<file path="config.mk">
export PLATFORM = sky130hd
export DESIGN_NAME = decode_regread
export DESIGN_NICKNAME = d
export VERILOG_FILES = /design/src/rtl/rv_pkg.sv /design/src/rtl/regfile.sv /design/src/rtl/decode_regread.sv
export SDC_FILE = /design/constraint.sdc
export NUM_CORES = 2
export LEC_CHECK = 0
export BUFFER_PORTS_ARGS = -buffer_cell sky130_fd_sc_hd__buf_2
export CORE_MARGIN = 4
export CORE_UTILIZATION = 63
export DETAILED_ROUTE_END_ITERATION = 10
export PLACE_DENSITY = 0.87
export SYNTH_ARGS = -nofsm -noshare
export SYNTH_HDL_FRONTEND = slang
export SYNTH_SLANG_ARGS = --single-unit
</file>
<file path="constraint.sdc">
create_clock -name clk -period 2.8 [get_ports clk]
set_input_delay 0.28 -clock clk [delete_from_list [all_inputs] [get_ports clk]]
set_output_delay 0.28 -clock clk [all_outputs]
set_load 0.1 [all_outputs]
</file>
<file path="src/rtl/rv_pkg.sv">
// Shared RV32I decode constants and the operation classifier used by the decode/register-read stage.
package rv_pkg;

  localparam int XLEN   = 32;
  localparam int NREG   = 32;
  localparam int REG_AW = 5;

  localparam logic [6:0] OP_REG = 7'b0110011;
  localparam logic [6:0] OP_IMM = 7'b0010011;
  localparam logic [2:0] F3_ADD = 3'b000;
  localparam logic [6:0] F7_ADD = 7'b0000000;

  typedef enum logic [1:0] {
    OPK_ADD  = 2'd0,
    OPK_ADDI = 2'd1,
    OPK_ILL  = 2'd2
  } op_kind_e;

  function automatic op_kind_e decode_op(input logic [31:0] ins);
    op_kind_e k;
    k = OPK_ILL;
    if (ins[6:0] == OP_REG && ins[14:12] == F3_ADD && ins[31:25] == F7_ADD)
      k = OPK_ADD;
    else if (ins[6:0] == OP_IMM && ins[14:12] == F3_ADD)
      k = OPK_ADDI;
    return k;
  endfunction

endpackage

</file>
<file path="src/rtl/regfile.sv">
// Architectural register file: two combinational read ports with write-through bypass,
// one synchronous write port, x0 hardwired to zero, synchronous clear.
module regfile #(
  parameter int XLEN = 32,
  parameter int NREG = 32,
  parameter int AW   = 5
) (
  input  logic            clk,
  input  logic            reset,
  input  logic            we,
  input  logic [AW-1:0]   waddr,
  input  logic [XLEN-1:0] wdata,
  input  logic [AW-1:0]   raddr1,
  output logic [XLEN-1:0] rdata1,
  input  logic [AW-1:0]   raddr2,
  output logic [XLEN-1:0] rdata2
);
  import rv_pkg::*;

  logic [XLEN-1:0] mem [NREG];
  logic            wr_live;

  assign wr_live = we && (waddr != '0);

  always_ff @(posedge clk) begin
    if (reset) begin
      for (int i = 0; i < NREG; i++) mem[i] <= '0;
    end else if (wr_live) begin
      mem[waddr] <= wdata;
    end
  end

  // A same-cycle write wins over the stored entry so the reader never sees stale data.
  always_comb begin
    rdata1 = mem[raddr1];
    if (raddr1 == '0)                      rdata1 = '0;
    else if (wr_live && waddr == raddr1)   rdata1 = wdata;
  end

  always_comb begin
    rdata2 = mem[raddr2];
    if (raddr2 == '0)                      rdata2 = '0;
    else if (wr_live && waddr == raddr2)   rdata2 = wdata;
  end

endmodule

</file>
<file path="src/rtl/decode_regread.sv">
// Decode / register-read stage: decodes ADD and ADDI, reads operands, and registers
// operands plus control for the ALU one cycle later. Also owns the register-file write port.
module decode_regread #(
  parameter int XLEN  = rv_pkg::XLEN,
  parameter int NREG  = rv_pkg::NREG,
  parameter int CNT_W = 8
) (
  input  logic                      clk,
  input  logic                      reset,
  input  logic                      instr_valid,
  input  logic [31:0]               instr,
  input  logic                      jump_branch_enable,
  input  logic                      wb_en,
  input  logic [rv_pkg::REG_AW-1:0] wb_addr,
  input  logic [XLEN-1:0]           wb_data,
  output logic [XLEN-1:0]           src1_value,
  output logic [XLEN-1:0]           src2_value,
  output logic [rv_pkg::REG_AW-1:0] src1_addr,
  output logic [rv_pkg::REG_AW-1:0] src2_addr,
  output logic [XLEN-1:0]           imm,
  output logic [rv_pkg::REG_AW-1:0] rd,
  output logic                      add,
  output logic                      addi,
  output logic                      illegal,
  output logic [CNT_W-1:0]          illegal_count
);
  import rv_pkg::*;

  function automatic logic [CNT_W-1:0] sat_inc(input logic [CNT_W-1:0] c);
    return (&c) ? c : c + 1'b1;
  endfunction

  op_kind_e               kind_p0;
  logic [REG_AW-1:0]      rd_p0;
  logic [REG_AW-1:0]      rs1_p0;
  logic [REG_AW-1:0]      rs2_p0;
  logic signed [11:0]     imm12_p0;
  logic signed [XLEN-1:0] imm_p0;
  logic [XLEN-1:0]        rdata1_p0;
  logic [XLEN-1:0]        rdata2_p0;
  logic                   vld_p0;

  // Stage p0: field extraction, classification and register read (combinational).
  always_comb begin
    kind_p0  = decode_op(instr);
    rd_p0    = instr[11:7];
    rs1_p0   = instr[19:15];
    rs2_p0   = instr[24:20];
    imm12_p0 = instr[31:20];
    imm_p0   = XLEN'(imm12_p0);
    vld_p0   = instr_valid && !jump_branch_enable;
  end

  regfile #(
    .XLEN (XLEN),
    .NREG (NREG),
    .AW   (REG_AW)
  ) u_regfile (
    .clk    (clk),
    .reset  (reset),
    .we     (wb_en),
    .waddr  (wb_addr),
    .wdata  (wb_data),
    .raddr1 (rs1_p0),
    .rdata1 (rdata1_p0),
    .raddr2 (rs2_p0),
    .rdata2 (rdata2_p0)
  );

  // Stage p1: ALU-facing output register. Bubbles and flushes clear only the
  // control strobes and rd; operand fields keep their last values.
  always_ff @(posedge clk) begin
    if (reset) begin
      src1_value    <= '0;
      src2_value    <= '0;
      src1_addr     <= '0;
      src2_addr     <= '0;
      imm           <= '0;
      rd            <= '0;
      add           <= 1'b0;
      addi          <= 1'b0;
      illegal       <= 1'b0;
      illegal_count <= '0;
    end else begin
      add     <= 1'b0;
      addi    <= 1'b0;
      illegal <= 1'b0;
      rd      <= '0;
      if (vld_p0) begin
        case (kind_p0)
          OPK_ADD: begin
            add        <= 1'b1;
            rd         <= rd_p0;
            src1_addr  <= rs1_p0;
            src2_addr  <= rs2_p0;
            src1_value <= rdata1_p0;
            src2_value <= rdata2_p0;
            imm        <= '0;
          end
          OPK_ADDI: begin
            addi       <= 1'b1;
            rd         <= rd_p0;
            src1_addr  <= rs1_p0;
            src2_addr  <= '0;
            src1_value <= rdata1_p0;
            src2_value <= '0;
            imm        <= imm_p0;
          end
          default: begin
            illegal       <= 1'b1;
            illegal_count <= sat_inc(illegal_count);
          end
        endcase
      end
    end
  end

endmodule

</file>
# Word level (Yosys, flattened, before mapping)
# Memory sizes are Yosys's and may differ from the RTL's.
# Cells that the tools add are included.
dict set report totals {
  register_bits 122
  latchBits 0
  ram_bits 1024
  romBits 0
  elab_cells 63
  n_memories 1
}
dict set report op_classes {
  add_sub_neg 1
  multipliers 0
  div_mod_pow 0
  n_lt_le_gt_ge 0
  eq_ne 5
  n_shift 0
  muxes 20
  bitwise_logic 3
  n_reduce_logical 23
}
# memory depth word_bits rd rd_ports_with_merged_regs wr line_no
set mem_list {}
lappend mem_list {u_regfile.mem 32 32 2 0 32 regfile.sv:20} ;# logic [XLEN-1:0] mem [NREG];
# cell count
set op_table {}
lappend op_table {{32-bit two-way mux} 5}
lappend op_table {{32-bit case mux with 2 select lines} 2}
lappend op_table {{32-bit OR reduction} 1}
lappend op_table {{5-bit == test} 2}
lappend op_table {{5-bit zero test} 2}
lappend op_table {{5-bit case mux with 2 select lines} 1}
lappend op_table {{1-bit two-way mux} 9}
lappend op_table {{8-bit by 1-bit adder with 8-bit output, second input constant} 1}
lappend op_table {{8-bit AND reduction} 1}
lappend op_table {{7-bit by 5-bit == test with 1-bit output, second input constant} 1}
lappend op_table {{7-bit by 6-bit == test with 1-bit output, second input constant} 1}
lappend op_table {{1-bit logical AND} 7}
lappend op_table {{7-bit zero test} 1}
lappend op_table {{5-bit two-way mux} 1}
lappend op_table {{5-bit nonzero test} 1}
lappend op_table {{2-bit two-way mux} 2}
lappend op_table {{2-bit AND reduction} 2}
lappend op_table {{2-bit OR reduction} 2}
lappend op_table {{3-bit zero test} 1}
lappend op_table {{1-bit inverter} 3}
lappend op_table {{3-bit AND reduction} 1}
lappend op_table {{3-bit OR reduction} 1}
lappend op_table {{2-bit by 1-bit == test with 1-bit output, second input constant} 1}
lappend op_table {{2-bit zero test} 1}
lappend op_table {{other kinds (2)} 2}

# Longest topological paths before layout
dict set report logic_depth {
  ltp_word 8
  mapped_depth 11
  depth_no_buf 6
}

# By module
# Synthesis repeated with hierarchy kept, for this count alone.
dict set report unflattened {
  cells_unflattened 4319
  hier_area_um2 59508.3
}
# module instances cells_each area_per_inst_um2
set by_module_without_submodules {}
lappend by_module_without_submodules {regfile 1 3918 55723.4}
lappend by_module_without_submodules {decode_regread 1 401 3784.9}

# Worst setup path after synthesis
# Ideal clock, no wire load.
dict set report synth_path {
  path_type {input -> register}
  from {in instr[15]}
  to {reg src1_value[4]}
  setup_time_ns 0.128
  arrival_ns 2.281
  path_slack_ns 0.391
  path_stages 8
  path_buffers 3
  cell_sequence {buf_4 -> buf_2 -> buf_1 -> mux4_2 -> o21ai_0 -> a21oi_1 -> a2111oi_0 -> nor2_1}
}
dict set report synth_between {
  elab_chain_cells 4
  elab_cells_between_ends 6
  classes_between {1 x eq/ne; 2 x mux; 2 x reduce/logical; 1 x memory}
}
# element line_no
set synth_lines {}
lappend synth_lines {{from (decl)} decode_regread.sv:11} ;# input logic [31:0] instr,
lappend synth_lines {{parallel branches: the longest is 3 deep, another holds memory 32 x 32 bit} n/a}
lappend synth_lines {{32-bit two-way mux (*)} regfile.sv:36} ;# if (raddr1 == '0) rdata1 = '0;
lappend synth_lines {{to (signal assigned)} decode_regread.sv:96} ;# src1_value <= rdata1_p0;
lappend synth_lines {{to (signal assigned)} decode_regread.sv:105} ;# src1_value <= rdata1_p0;
lappend synth_lines {{to (decl)} decode_regread.sv:16} ;# output logic [XLEN-1:0] src1_value,
# Mark *: on every way between the ends.
# A chain may end at the register's enable or synchronous reset.

# Worst setup path after layout
dict set report layout_path {
  from {in instr[5]}
  to {reg src1_value[16]}
}
dict set report layout_between {
  elab_chain_cells 7
  elab_cells_between_ends 11
  classes_between {3 x eq/ne; 2 x mux; 6 x reduce/logical}
}
# element line_no
set layout_lines {}
lappend layout_lines {{7-bit by 5-bit == test with 1-bit output / 7-bit by 6-bit == test with 1-bit output (equally long branches)} {rv_pkg.sv:24, rv_pkg.sv:22}}
lappend layout_lines {{1-bit logical AND (on tied branches)} {rv_pkg.sv:24, rv_pkg.sv:22}}
lappend layout_lines {{2-bit two-way mux / 1-bit logical AND (equally long branches)} {rv_pkg.sv:24, rv_pkg.sv:22}}
lappend layout_lines {{2-bit two-way mux (*)} rv_pkg.sv:22} ;# if (ins[6:0] == OP_REG && ins[14:12] == F3_ADD && ins[31:25] == F7_ADD)
lappend layout_lines {{2-bit by 1-bit == test with 1-bit output / 2-bit zero test (equally long branches)} decode_regread.sv:90} ;# case (kind_p0)
lappend layout_lines {{2-bit OR reduction (no source line) (*)} n/a}
lappend layout_lines {{2-bit AND reduction (no source line) (*)} n/a}
# Mark *: on every way between the ends. The rest lies on a longest branch, timed or not.

==> impl_metrics.tcl <==
set metrics [dict create \
    outcome "complete, but fails checks" \
    violations "negative setup slack" \
    criticalPathCategory "input port to flop" \
    synth-seq-cells 1126 \
    mostFrequentLayoutCells "1024 x edfxtp_1, 999 x and2_1, 413 x mux2i_1" \
    syn_area_sq_um 59000 \
    syn2layout_area_growth_pct 13.0 \
    initialDrtViolationCount 8194 \
    drive_gt1_frac 0.247 \
    worstPathMaxFanout 27 \
    grtUsageTotal 0.413 \
    avgSynthCellArea_sq_um 13.7 \
    rsz0062_at_grt "false" \
    die_x_um 314 \
    grt_max_degree 95 \
    cts_tree "yes" \
    ys_types 55 \
    hold_violations 0 \
    maxSlewViolCount 0 \
    cts_root_buf "clkbuf_16" \
    cts_buffer_depth 3 \
    fin_area_sq_um 66700 \
    worstSetupEndpointType "flop" \
    num-fill-cells 5551 \
    synth_edf_count 1024 \
    h-tree-depth 3 \
    tightest_slew_ns 1.14 \
    ys_warn_count 0 \
    seqCellArea_sq_um 32800 \
    portBuffers 195 \
    multiInputGateArea_sq_um 24500 \
    finalSetupViolations 1 \
    crit_required_ns 3.43 \
    clock_sinks 1126 \
    start_util 0.640 \
    fp.dieArea_sq_um 98600 \
    layout_commonest_cell "edfxtp_1" \
    ant_nets 0 \
    insertion_delay_ns 0.72 \
    synth.top_cells.by_area "edfxtp_1 52%, mux4_2 13%, and2_1 11%" \
    maxCapViolCount 0 \
    relSlewSlack 0.234 \
    vias 43700 \
    cts-buffers-inserted 111 \
    final.setup_skew_ns 0.0498 \
    p_per_area_nw_per_um2 592 \
    startpoint_type "input port" \
    finalSetupTns_ns -0.00541 \
    placementRows 111 \
    fp.dieH_um 314 \
    overflow 0 \
    dp_cells 5596 \
    post_drt_wl_per_cell_um 35.2 \
    viasPerCell 7.49 \
    seq_area_frac_synth 0.556 \
    synth.top_cell.area_share 0.521 \
    yosys.area.top_type "edfxtp_1" \
    pin_count 196 \
    remaining_drc_errors 0 \
    grt_pass1_wl_mm 294 \
    irDropWorstVdd_mv 0.506 \
    cp.arrival_ns 3.44 \
    fmax_mhz 356 \
    grt_pass1_vias 44000 \
    dp_hpwl_mm 127 \
    stdcell_count 5831 \
    dpl_cell_area_sq_um 62900 \
    period_share 1.00 \
    gp_congestion 0.957 \
    post-route-worst-setup-slack_ns -0.00541 \
    period_minus_slack_ns 2.81 \
    dr.pass1.iters 8 \
    cellLeakagePower_uw 0.0246 \
    cts.clk_slew.worst_paths_ns 0.06 \
    synthCells 4299 \
    final_nets 4554 \
    hold_class "input port to flop" \
    synthFlopType "edfxtp_1" \
    postSynth.asyncResetShare 0 \
    coreArea_sq_um 92200 \
    wirelength_mm 206 \
    antenna_found_initial 21 \
]
==> logic make-up (layout without fill, tap and decap cells) <==
| family | count (synthesis) | count (layout) | synth area share |
|---|---|---|---|
| and+or+nand+nor | 1397 | 1397 | 0.138 |
| xor gates and xnor gates | 17 | 17 | 0.00252 |
| AOI/OAI and AO/OA | 496 | 496 | 0.0593 |
| other | 1 | 50 | 0.0000636 |
| DFF | 1126 | 1126 | 0.556 |
| buffers and inverters | 468 | 708 | 0.0338 |
| muxes | 793 | 793 | 0.210 |
| adders and majority gates | 1 | 1 | 0.000212 |
==> routing by layer <==
| metal | GRT usage | up-vias | share of wire |
|---|---|---|---|
| met5 | 0.0104 | - | 0.0011 |
| met4 | 0.315 | 14 | 0.098 |
| met1 | 0.502 | 20900 | 0.30 |
| met3 | 0.163 | 1289 | 0.17 |
| met2 | 0.596 | 4927 | 0.43 |
| li1 | - | 16600 | - |
==> critical path: stages <==
cell	delay, ns
dlygate4sd3_1	0.54
buf_2	0.15
nor4b_1	0.15
a21boi_1	0.48
nor3_2	0.12
buf_4	0.27
a31oi_2	0.76
buf_12	0.29
o21ai_0	0.18
nor2_1	0.19
==> power by group <==
group | internal (uW) | switching [uW]
clock network | 8420 | 6550
registers | 19200 | 509
logic | 1950 | 2890
total | 29500 | 9950
==> metrics by stage <==
step | hold WS (ns) | power, uW | worst slack (ns) | utilization
2_1_floorplan | 0.359 | 22500 | 0.391 | -
3_3_place_gp | 0.436 | 24300 | -0.436 | 0.682
3_5_place_dp | 0.446 | 24500 | -0.397 | 0.682
4_1_cts | 0.0443 | 39200 | 0.0815 | 0.722
5_1_grt | 0.0865 | 40300 | 0.0187 | 0.722
6_report | 0.0808 | 39500 | -0.00541 | 0.723
==> area by class of cell <==
| type | instances | share of cell area |
|---|---|---|
| flip-flops and latches | 1126 | 0.492 |
| clock buffers | 146 | 0.0466 |
| clock inverters | 58 | 0.00723 |
| well taps | 1243 | 0.0233 |
| diodes | 18 | 0.000676 |
| inverters | 5 | 0.000319 |
| multi-input cells | 2736 | 0.367 |
| repair buffers | 499 | 0.0626 |
==> what timing repair did <==
item	in CTS	in global routing
setup endpoints to repair	0	2
hold buffers	13	0
endpoints found under the hold margin	13	0
setup buffers	0	0
gates resized for setup	0	3
==> synthesized netlist by cell type, drive strengths merged (50+ instances only) <==
cell and count:
nor2 128, clkbuf 312, nand3 50, and2 1000, mux4 353, mux2i 413, dfxtp 102, o21ai 64
a211oi 64, buf 151, edfxtp 1024, a22oi 127, nand2 102, a21oi 89
==> state kept, by name, summed over array words and instances, names as in the netlist, 5 cells and up <==
register       flops
src2_value        32
rd                 5
src2_addr          5
imm               12
illegal_count      8
src1_value        32
src1_addr          5
u_regfile.mem   1024
==> worst paths after layout <==
| path | cells after the start | to | startpoint | slack, ns |
|---|---|---|---|---|
| worst max-delay path | 10 | src1_value[16]$_SDFFE_PP0P_ | instr[5] | -0.005 |
| worst max register to register | 6 | src1_value[8]$_SDFFE_PP0P_ | u_regfile.mem[19][8]$_SDFFCE_PN0P_ | 0.14 |
| worst min register to register | 2 | src1_addr[3]$_SDFFE_PP0P_ | src1_addr[3]$_SDFFE_PP0P_ | 0.46 |
| worst min-delay path | 4 | addi$_SDFF_PP0_ | instr[4] | 0.08 |
No activity file was read; power rests on OpenSTA's default activity.
